<file path="src/rtl/issue_unit.sv">
// issue_unit: single-issue arbiter between the int, load/store, multiply and
// divide issue queues. Grants at most one queue per cycle and reserves the
// CDB cycle in which that unit's fixed-latency result will broadcast, so no
// two units ever drive the CDB together. Also tracks the non-pipelined divider.
module issue_unit #(
    parameter int INT_LAT = 1,
    parameter int LS_LAT  = 2,
    parameter int MUL_LAT = 4,
    parameter int DIV_LAT = 7,
    parameter int MAX_LAT = 8
) (
    input  logic       clk,
    input  logic       reset,
    input  logic       iq_int_rdy,
    input  logic       iq_ls_rdy,
    input  logic       iq_mul_rdy,
    input  logic       iq_div_rdy,
    input  logic       cdb_flush,
    output logic       iu_int_r_en,
    output logic       iu_ls_r_en,
    output logic       iu_mul_r_en,
    output logic       iu_div_r_en,
    output logic [0:1] iu_cdb_sel,
    output logic       iu_cdb_sel_valid,
    output logic       iu_div_busy
);

    localparam int CNT_W = $clog2(DIV_LAT + 1);

    localparam logic [1:0] OWN_INT = 2'd0;
    localparam logic [1:0] OWN_LS  = 2'd1;
    localparam logic [1:0] OWN_MUL = 2'd2;
    localparam logic [1:0] OWN_DIV = 2'd3;

    // slot k describes the CDB k cycles from now
    logic [MAX_LAT-1:0] slot_valid;
    logic [1:0]         slot_owner [MAX_LAT];
    logic [CNT_W-1:0]   div_cnt;
    logic               lru;

    // One extra always-free entry so a latency equal to MAX_LAT indexes safely
    logic [MAX_LAT:0]   valid_ext;

    logic int_elig;
    logic ls_elig;
    logic mul_elig;
    logic div_elig;
    logic grant_int;
    logic grant_ls;
    logic grant_mul;
    logic grant_div;
    logic issue_ok;

    assign valid_ext = {1'b0, slot_valid};

    // Per-unit eligibility: queue ready, target CDB cycle free, no flush, not in reset
    always_comb begin
        issue_ok = !reset && !cdb_flush;
        int_elig = issue_ok && iq_int_rdy && !valid_ext[INT_LAT];
        ls_elig  = issue_ok && iq_ls_rdy  && !valid_ext[LS_LAT];
        mul_elig = issue_ok && iq_mul_rdy && !valid_ext[MUL_LAT];
        div_elig = issue_ok && iq_div_rdy && !valid_ext[DIV_LAT] && (div_cnt == '0);
    end

    // Fixed priority div > mul, then int/ls by LRU; the unfavoured one wins if the favoured is blocked
    always_comb begin
        grant_int = 1'b0;
        grant_ls  = 1'b0;
        grant_mul = 1'b0;
        grant_div = 1'b0;
        if (div_elig) begin
            grant_div = 1'b1;
        end else if (mul_elig) begin
            grant_mul = 1'b1;
        end else if (lru) begin
            if (ls_elig) begin
                grant_ls = 1'b1;
            end else if (int_elig) begin
                grant_int = 1'b1;
            end
        end else begin
            if (int_elig) begin
                grant_int = 1'b1;
            end else if (ls_elig) begin
                grant_ls = 1'b1;
            end
        end
    end

    assign iu_int_r_en = grant_int;
    assign iu_ls_r_en  = grant_ls;
    assign iu_mul_r_en = grant_mul;
    assign iu_div_r_en = grant_div;

    // Reservation vector: shift one cycle closer, then book the granted unit's CDB cycle
    always_ff @(posedge clk) begin
        if (reset) begin
            slot_valid <= '0;
            for (int k = 0; k < MAX_LAT; k++) begin
                slot_owner[k] <= OWN_INT;
            end
        end else begin
            for (int k = 0; k < MAX_LAT - 1; k++) begin
                slot_valid[k] <= slot_valid[k+1];
                slot_owner[k] <= slot_owner[k+1];
            end
            slot_valid[MAX_LAT-1] <= 1'b0;
            slot_owner[MAX_LAT-1] <= OWN_INT;
            // Eligibility already guaranteed these entries are free after the shift
            if (grant_int) begin
                slot_valid[INT_LAT-1] <= 1'b1;
                slot_owner[INT_LAT-1] <= OWN_INT;
            end
            if (grant_ls) begin
                slot_valid[LS_LAT-1] <= 1'b1;
                slot_owner[LS_LAT-1] <= OWN_LS;
            end
            if (grant_mul) begin
                slot_valid[MUL_LAT-1] <= 1'b1;
                slot_owner[MUL_LAT-1] <= OWN_MUL;
            end
            if (grant_div) begin
                slot_valid[DIV_LAT-1] <= 1'b1;
                slot_owner[DIV_LAT-1] <= OWN_DIV;
            end
        end
    end

    // Divider occupancy: load on grant, count down to idle; flush does not cancel it
    always_ff @(posedge clk) begin
        if (reset) begin
            div_cnt <= '0;
        end else if (grant_div) begin
            div_cnt <= CNT_W'(DIV_LAT);
        end else if (div_cnt != '0) begin
            div_cnt <= div_cnt - CNT_W'(1);
        end
    end

    // int/ls LRU: point at the one not just served; mul/div grants leave it alone
    always_ff @(posedge clk) begin
        if (reset) begin
            lru <= 1'b0;
        end else if (grant_int) begin
            lru <= 1'b1;
        end else if (grant_ls) begin
            lru <= 1'b0;
        end
    end

    assign iu_cdb_sel_valid = slot_valid[0];
    assign iu_cdb_sel       = slot_owner[0];
    assign iu_div_busy      = (div_cnt != '0);

endmodule

</file>
<file path="config.mk">
export PLATFORM = sky130hd
export DESIGN_NAME = issue_unit
export DESIGN_NICKNAME = d
export VERILOG_FILES = /design/src/rtl/issue_unit.sv
export SDC_FILE = /design/constraint.sdc
export NUM_CORES = 1
export LEC_CHECK = 0
export BUFFER_PORTS_ARGS = -buffer_cell sky130_fd_sc_hd__buf_2
export CORE_MARGIN = 2
export CORE_UTILIZATION = 49
export CTS_BUF_LIST = sky130_fd_sc_hd__clkbuf_4 sky130_fd_sc_hd__clkbuf_8
export DETAILED_ROUTE_END_ITERATION = 8
export HOLD_SLACK_MARGIN = 0.02
export PLACE_DENSITY = 0.7
export SETUP_SLACK_MARGIN = 0.3
export SKIP_CTS_REPAIR_TIMING = 1
export SKIP_LAST_GASP = 1
export SLEW_MARGIN = 0
export SYNTH_ARGS = -nofsm -noshare
export SYNTH_HDL_FRONTEND = slang
export SYNTH_SLANG_ARGS = --single-unit
</file>
<file path="constraint.sdc">
create_clock -name clk -period 2.5 [get_ports clk]
set_input_delay 0.375 -clock clk [delete_from_list [all_inputs] [get_ports clk]]
set_output_delay 0.375 -clock clk [all_outputs]
set_load 0.02 [all_outputs]
</file>
Word level (Yosys, flattened, before mapping)
Memories as Yosys holds them, arrays and structs flattened.
Cells that the tools add are included.
- flip-flop bits (word level): 12
- bits in latches: 0
- memory bits (writable): 16
- bits in read-only memories: 0
- output and inout bits: 8
- word-level logic and storage cells: 86
- memories kept: 1
- memories (memory ; words ; bits a word ; read ports ; clocked after Yosys merged registers in ; wr ports ; line ; text):
    slot_owner ; 8 ; 2 ; 8 ; 0 ; 8 ; 37 ; logic [1:0] slot_owner [MAX_LAT];
- add/sub/neg operators: 1
- multipliers: 0
- divide/modulo/power cells: 0
- magnitude comparators: 0
- eq/ne operators: 0
- shifts and indexed selects: 0
- muxes and demuxes: 48
- bitwise logic cells: 12
- reductions and logical operators: 20
- operators by type and width (cell ; number):
    $mux 1 ; 34
    $mux 2 ; 12
    $or 1x1->1 ; 12
    $logic_and 1x1->1 ; 10
    $logic_not 1->1 ; 6
    $mux 3 ; 2
    $reduce_bool 2->1 ; 2
    $logic_not 3->1 ; 1
    $reduce_bool 3->1 ; 1
    $sub 3x1->3 const B ; 1

Longest topological paths before layout
Gate-level depths: netlist (run 1).
- depth in word-level cells: 13
- gate-level depth with buffers: 6
- mapped depth without buffers: 6

Worst setup path before layout (run 1)
Ideal clock, no wire load.
- kind: register -> output
- start: register div_cnt[0]
- end: output iu_int_r_en
- data arrival time: 1384 ps
- required time: 2125 ps
- slack: 741 ps
- cell stages (with the launch flop): 6
- buffers on the path: 0
- cell sequence: dfxtp_1 inv_1 ha_1 nand3b_2 nor3b_4 nor3b_4
- longest elaborated chain between the ends: 3
- ends and longest elaborated chain (element ; line ; text):
    from (decl) ; 38 ; logic [CNT_W-1:0] div_cnt;
    from (signal assigned) ; 134 ; div_cnt <= CNT_W'(DIV_LAT);
    from (signal assigned) ; 136 ; div_cnt <= div_cnt - CNT_W'(1);
    $logic_not 3->1 ; 62 ; div_elig = issue_ok && iq_div_rdy && !valid_ext[DIV_LAT] && (div_cnt == '0);
    $logic_and 1x1->1 ; 62 ;
    $mux 1 ; 71 ; if (div_elig) begin
    to (decl) ; 19 ; output logic iu_int_r_en,
No other way between the ends.

Worst setup path after layout (run 1)
- start: register div_cnt[1]
- end: output iu_int_r_en
Same word-level chain as after synthesis.

==> results.txt, run 1 <==
- After floorplanning, the core was divided into 15 placement rows.
- Traced cell by cell, the critical path runs through inv_1, ha_4, nand3b_4, nor3b_4, nor3b_4, buf_6.
- Dividing the detail-routed via count by the number of cells gives 4.75.
* Antenna violation net count after detailed routing: 0
- Worst setup path class: flop to output port
* Drt total wl: 1270 um
- Pin placement for this block handled 15 I/O pins.
- Outcome: completed
* Net count, final: 110
- Prior to clock tree synthesis, the placed netlist has a worst setup slack of 0.454 ns.
- Fin Setup TNS: 0 ns
- Net switching is 29.9% of the power.
* Kind of capture point of the worst setup path: output port
- Of the total power, the clock network draws 20.4%.
- Post-route clock skew: 0.00489 ns
- In this run the cell area measured after placement is 997 um2.
* Clock insertion delay at the later pin of the skew report: 0.30 ns
- Synthesized flop and latch total: 22
- Vias in the first global route: 472
* Clock tree buffer depth: 2
- The worst path needs 2.08 ns of the cycle, external delays included.
- Counting stages on the worst path, the most repeated cell is sky130_fd_sc_hd__nor3b_4.
* Area of the multi-input gates: 392 um2
- After routing the design area is 0.00106 mm2.
- Average cell area after synthesis: 11.4 um2
- The internal portion of the total power is 596 uW.
- Summed over all layers, the global routing overflow is 0.
* Net switching power figure: 254 uW
- In this run, flip-flops and latches consume 50.6% of the power.
- The die covers 0.00219 mm2.
* Chip Width: 46.8 um
- VDD sags by at most 0.000418 V.
- Of the cells placed in the final design, the portion with a size suffix greater than 1 is 27.0%.
* Seq/Total Area, Yosys: 56.8%
- The first global-routing pass estimated 1970 um of wire.
* Cell at the root of the clock tree: sky130_fd_sc_hd__clkbuf_4
- Maximum number of pins on one net before global-route repair: 22
- Max capacitance violation total: 0
- Core area: 0.00173 mm2
- Dividing total power by cell area gives a power density of 800 mW/mm2.
- Leading cell type in the layout, fill and taps excluded: sky130_fd_sc_hd__dfxtp_1
* # clock sinks: 22
* Cell family with the largest share of critical-path delay: simple AND/OR/NAND/NOR gates
- Input/output buffers: 14
* Global routing usage summed across all routing layers: 13.4%
- The count of endpoints failing hold in the final timing report is 0.
- Initial standard-cell utilization of the core: 52.0%
- Antenna diode instance count: 0
- For this run, the top clock speed supported by timing is 480 MHz.
* Footprint of the flip-flops and latches: 512 um2
* Logic pwr share: 28.9%
- First-pass DRT Iterations: 4
- Setup violations remaining at the end of the flow were counted as 0.
- Initial drt markers: 5
- The initial antenna violation count came to 0.
* Synth-to-layout area growth: 18.4%
- Worst-path clk slew: 0.11 ns
- Dividing the detail-routed wire length by the instance count gives 10.1 um.
- Arrival time reported for the critical path endpoint: 1.71 ns
- Combined buffer and inverter count along the critical path: 2
* TritonCTS clock tree: built
- Min-delay worst type: input pin to flop
* Final number of max-transition violations: 0
- Netlist Area Pre-Place: 898 um2
- In the layout the commonest cells are sky130_fd_sc_hd__dfxtp_1, sky130_fd_sc_hd__buf_2, sky130_fd_sc_hd__nor2_1, sky130_fd_sc_hd__nor2b_1.
- Min setup slack post-route: 0.415 ns
- Gpl congestion: 0.724
- The filler cells instantiated in the layout total 141.
- The worst setup path is launched from a flop.
- CTS H-tree lvls: 1
* Count of unique library cells instantiated by Yosys: 25
- Yosys printed 0 warnings.
- On the worst path, the slowest cell contributes a delay of 0.34 ns.
- The floorplan step set the die height to 46.8 um.
- The slowest stage of the critical path is the sky130_fd_sc_hd__dfxtp_1 cell.
- Along the worst path, the maximum fanout reaches 7.
* Total leakage power: 0.455 nW
- In the routed design, unresolved DRC markers number 0.
* Gate Count Post-Synth: 79
- At the worst endpoint, the required time is 2.12 ns.
- CTS Buf Count: 3
- In the finished design, the share of the clock period the worst path needs comes to 83.4%.
- Setup repair after global routing missed its margin: no
* Detailed-route via count: 594
## layout make-up
class                      instances  share of cell area [%]
sequential                        22                    48.1
multi-input combinational         55                    36.8
timing repair buffer              15                    7.88
tap                               25                    2.94
clock buffer                       4                    2.82
inverter                           4                    1.41
## worst min-delay path, cell delays in order
cell and delay (ns):
sky130_fd_sc_hd__buf_2 0.09, sky130_fd_sc_hd__a31oi_1 0.06, sky130_fd_sc_hd__nor2_1 0.07
## power groups by stage
stage               clock network [mW]  registers [mW]  logic [mW]
floorplan                            0           0.432       0.168
global placement                     0           0.434       0.206
detailed placement                   0           0.435       0.210
CTS                              0.180           0.427       0.210
global route                     0.196           0.434       0.273
finish                           0.174           0.431       0.246
## cells in the mapped netlist
master                     instances  area share, %
sky130_fd_sc_hd__dfxtp_1          15             33
sky130_fd_sc_hd__nor2_1           10            4.2
sky130_fd_sc_hd__nor2b_1           9            6.3
sky130_fd_sc_hd__edfxtp_1          7             23
sky130_fd_sc_hd__a211oi_1          4            3.3
sky130_fd_sc_hd__inv_1             4            1.7
sky130_fd_sc_hd__nor3b_1           4            3.3
sky130_fd_sc_hd__a31oi_1           3            2.1
sky130_fd_sc_hd__a21oi_1           2            1.1
sky130_fd_sc_hd__buf_2             2            1.1
sky130_fd_sc_hd__buf_4             2            1.7
sky130_fd_sc_hd__ha_1              2            2.8
sky130_fd_sc_hd__nand2b_1          2            1.4
sky130_fd_sc_hd__nor3b_4           2            4.2
sky130_fd_sc_hd__a21o_1            1           0.84
sky130_fd_sc_hd__a311oi_1          1           0.98
sky130_fd_sc_hd__and3b_1           1           0.98
sky130_fd_sc_hd__and3b_4           1            1.4
sky130_fd_sc_hd__conb_1            1           0.42
sky130_fd_sc_hd__nand2_1           1           0.42
sky130_fd_sc_hd__nand3b_1          1           0.84
sky130_fd_sc_hd__nand3b_2          1            1.3
sky130_fd_sc_hd__o21a_1            1           0.84
sky130_fd_sc_hd__o21ba_1           1            1.1
sky130_fd_sc_hd__or2_4             1           0.98
## stage by stage
stage          std cells  utilization (%)  hold WS (ns)  power [mW]
3_3_place_gp         120             57.8         0.416       0.640
6_report             125             61.6         0.323       0.851
5_1_grt              125             61.6         0.317       0.903
2_1_floorplan         85                -         0.414       0.600
3_5_place_dp         120             57.8         0.428       0.644
4_1_cts              124             59.5         0.315       0.818
## logic make-up after synthesis
group / synth area share, %
simple gates: 25.2
other cells: 0.417
flops: 56.8
compound gates: 10.3
buf+inv: 4.46
fa+ha+maj: 2.79
## metal layers
metal	vias to the layer above	part of all wire (%)	global-route usage [%]	routed length (um)
li1	310	-	-	-
met1	266	48	17.6	608
met2	13	45	18.1	570
met3	5	3.9	4.62	49
met4	0	2.9	10.0	37
met5	-	0	0	0
## sequential cells by signal, summed over array words and instances (netlist names)
name and flops:
slot_owner 11, slot_valid 7, div_cnt 3, lru 1
## final timing paths
check | from | end | slack [ns] | cells past startpoint
min | iq_mul_rdy | slot_valid[3] | 0.32 | 3
max | div_cnt[1] | iu_int_r_en | 0.42 | 6
min reg2reg | div_cnt[0] | div_cnt[0] | 0.45 | 1
max reg2reg | div_cnt[1] | slot_owner[0][1] | 0.92 | 6
Power figures use the tool's default switching activity.
==> run 2, diff against run 1 <==
ABC_AREA = 1   (was default)
PLACE_DENSITY = 0.72   (was 0.7)
clock period = 1.8 ns   (was 2.5 ns; I/O delays follow)
==> run 2 against run 1 <==
Synthesized cell count increased by 32%. Non-clock buffer count increased by 6. Sequential power increased by 39%. Hold slack got worse by 0.021 ns. Largest power group unchanged.
==> results.txt, run 2 <==
* CTS H-tree lvls: 1
- Hold-critical path depth: 4
* Share of async-settable or async-resettable flops after synthesis: 0%
* # clock sinks: 22
- The library cell used most frequently in the layout, excluding fill and tap cells, is sky130_fd_sc_hd__inv_1.
- Outcome: completed
* Critical path capture point: iu_int_r_en
- P per Cell Area: 1130 mW/mm2
* Worst reg2reg path endpoint: slot_owner[0][0]
- Top achievable clock speed: 572 MHz
- Once placement finished, the instance area stood at 0.00104 mm2.
- Clock insertion delay at the later pin of the skew report: 0.31 ns
- Counting cells, the worst reg-to-reg path comes to 9.
- CTS Buf Count: 3
- After synthesis, the cell types taking the most area are sky130_fd_sc_hd__dfxtp_1, sky130_fd_sc_hd__edfxtp_1, sky130_fd_sc_hd__inv_1, sky130_fd_sc_hd__nor2_1, sky130_fd_sc_hd__nand2_1.
- Fraction of final layout cells sized beyond drive strength 1: 32.8%
- Final core utilization: 68.4%
* Input/output buffers: 14
* Largest register by flop count: slot_owner
* Vias per Instance: 4.36
* Footprint of the flip-flops and latches: 513 um2
* First-pass DRT Iterations: 4
- Counting flops and latches in the post-synthesis netlist gives 22.
* Detailed-route via count: 680
- Average cell area after synthesis: 9.02 um2
* Gate Count Post-Synth: 104
- Worst-path clk slew: 0.13 ns
- Ports: 15
* Critical path launch point type: flop
- CP Data Required Time: 1.53 ns
- The most used flip-flop cell after synthesis is sky130_fd_sc_hd__dfxtp_1.
- The first global-routing pass estimated 2500 um of wire.
- Across the run, the number of max-cap violations was 0.
* Ys Warns: 0
- TritonCTS clock tree: built
* HPWL Detailed: 1110 um
- Total gr overflow: 0
- Initial standard-cell utilization of the core: 53.2%
- Maximum number of pins on one net before global-route repair: 17
* Cell at the root of the clock tree: sky130_fd_sc_hd__clkbuf_4
- At the worst endpoint, the arrival time is 1.48 ns.
- Between clock sinks in the finished design, the worst skew comes to 0.0123 ns.
* Area share of the leading cell type in the synthesized netlist: 32.0%
- For this design the static power due to leakage is 0.592 nW.
- Initial drt markers: 6
* Row count: 15
- Count of unique library cells instantiated by Yosys: 22
- Synth-to-layout area growth: 28.5%
- First element of the critical path: div_cnt[0]
- DR WL/cell: 10.5 um
- Non-filler cells in the finished layout: 156
* Cell taking the most area after synthesis: sky130_fd_sc_hd__dfxtp_1
- Across all register-to-register paths, the minimum setup slack is 0.41 ns.
* Antenna diode instance count: 0
- Number of antenna violations at the first check in global routing: 0
* Fill count: 158
- Clock tree buffer depth: 2
- Final instance area: 0.00121 mm2
- Global routing usage summed across all routing layers: 16.5%
- Dividing the final minimum period by the clock period gives 97.1%.
- In the final layout, the multi-input gates occupy 348 um2.
* Registers with the most flip-flops: slot_owner x11, slot_valid x7, div_cnt x3
- Die area: 0.00228 mm2
- Kind of capture point of the worst setup path: output port
- The detail route stage leaves a number of antenna-violating nets equal to 0.
- Final critical-path required period: 1.75 ns
* Most frequent cells after synthesis: sky130_fd_sc_hd__inv_1, sky130_fd_sc_hd__dfxtp_1, sky130_fd_sc_hd__nor2_1, sky130_fd_sc_hd__nand2_1, sky130_fd_sc_hd__edfxtp_1
* Netlist Area Pre-Place: 938 um2
* Max reg flops: 11
- At the end of routability-driven placement, the weighted congestion stood at 0.824.
* Net count, final: 141
* Chip Width: 47.8 um
- Final number of max-transition violations: 0
- The floorplan step set the die height to 47.8 um.
- R2r startpoint: div_cnt[0]
* Seq/Total Area, Yosys: 54.4%
- # setup viols final: 0
* Max VDD drop: 0.000913 V
- Peak fanout along the critical path: 7
- Dominant cell by count in the synthesized netlist: sky130_fd_sc_hd__inv_1
- The library cells used most frequently in the layout, excluding fill and tap cells, are sky130_fd_sc_hd__inv_1, sky130_fd_sc_hd__nor2_1, sky130_fd_sc_hd__dfxtp_1, sky130_fd_sc_hd__nand2_1.
- Number of synthesized flops with an enable pin: 7
* Core area: 0.00176 mm2
* DR DRC count: 0
* Worst setup path class: flop to output port
* Setup repair after global routing missed its margin: yes
* Final hold vios: 0
- Vias in the first global route: 602
- After detailed placement, the design holds a cell count of 146.
* Min-delay worst type: input pin to flop
* Drt total wl: 1640 um
[run 2: area by class of cell]
cell class / count / share of cell area (%)
multi-input cells: 54 / 28.8
clock buffers: 3 / 1.87
well taps: 25 / 2.59
inverters: 30 / 9.54
flip-flops and latches: 22 / 42.5
repair buffers: 21 / 12.1
clock inverters: 1 / 2.49
[run 2: critical path, cell delays in order, from the launching register on]
cell and delay [ns]:
sky130_fd_sc_hd__dfxtp_2 0.35, sky130_fd_sc_hd__inv_2 0.08, sky130_fd_sc_hd__ha_4 0.13, sky130_fd_sc_hd__inv_2 0.04, sky130_fd_sc_hd__nor2_4 0.12, sky130_fd_sc_hd__nand3_4 0.16, sky130_fd_sc_hd__nand3_4 0.14, sky130_fd_sc_hd__inv_2 0.04
sky130_fd_sc_hd__buf_6 0.12
[run 2: kinds of logic after synthesis]
| family | Yosys count | synth area share (%) |
|---|---|---|
| simple gates | 34 | 20.7 |
| buf+inv | 34 | 15.2 |
| xor+xnor | 1 | 0.934 |
| other cells | 1 | 0.400 |
| fa+ha+maj | 2 | 2.67 |
| compound gates | 10 | 5.73 |
| flops | 22 | 54.4 |
[run 2: how the worst min path moves through the flow]
stage | startpoint | endpoint | slack, ns
final | cdb_flush | slot_valid[3] | 0.30
after global routing | iq_div_rdy | slot_valid[6] | 0.31
after CTS | iq_div_rdy | slot_valid[6] | 0.30
after detailed placement | slot_valid[3] | slot_valid[2] | 0.40
after global placement | slot_valid[6] | slot_valid[5] | 0.39
after floorplan | slot_owner[0][10] | slot_owner[0][9] | 0.39
[run 2: where the power goes]
group	internal, mW	switching [mW]	total, mW	leakage [nW]
combinational	0.176	0.213	0.389	0.369
sequential	0.570	0.0300	0.600	0.195
clock	0.225	0.153	0.379	0.0279
[run 2: routing by layer]
layer | vias up | global-route usage [%] | routed length [um]
li1 | 355 | - | -
met1 | 309 | 19.2 | 717
met2 | 12 | 27.7 | 859
met3 | 4 | 4.53 | 44
met4 | 0 | 8.11 | 22
met5 | - | 0 | 0
[run 2: per-stage QoR]
step                      worst slack, ns  TNS [ns]  power (mW)  hold WS, ns
after detailed placement            0.299         0       0.879        0.396
final                              0.0522         0        1.37        0.302
after global placement              0.362         0       0.865        0.392
after global routing              -0.0407   -0.0912        1.45        0.312
after CTS                         -0.0574    -0.131        1.26        0.301
after floorplan                     0.486         0       0.812        0.388
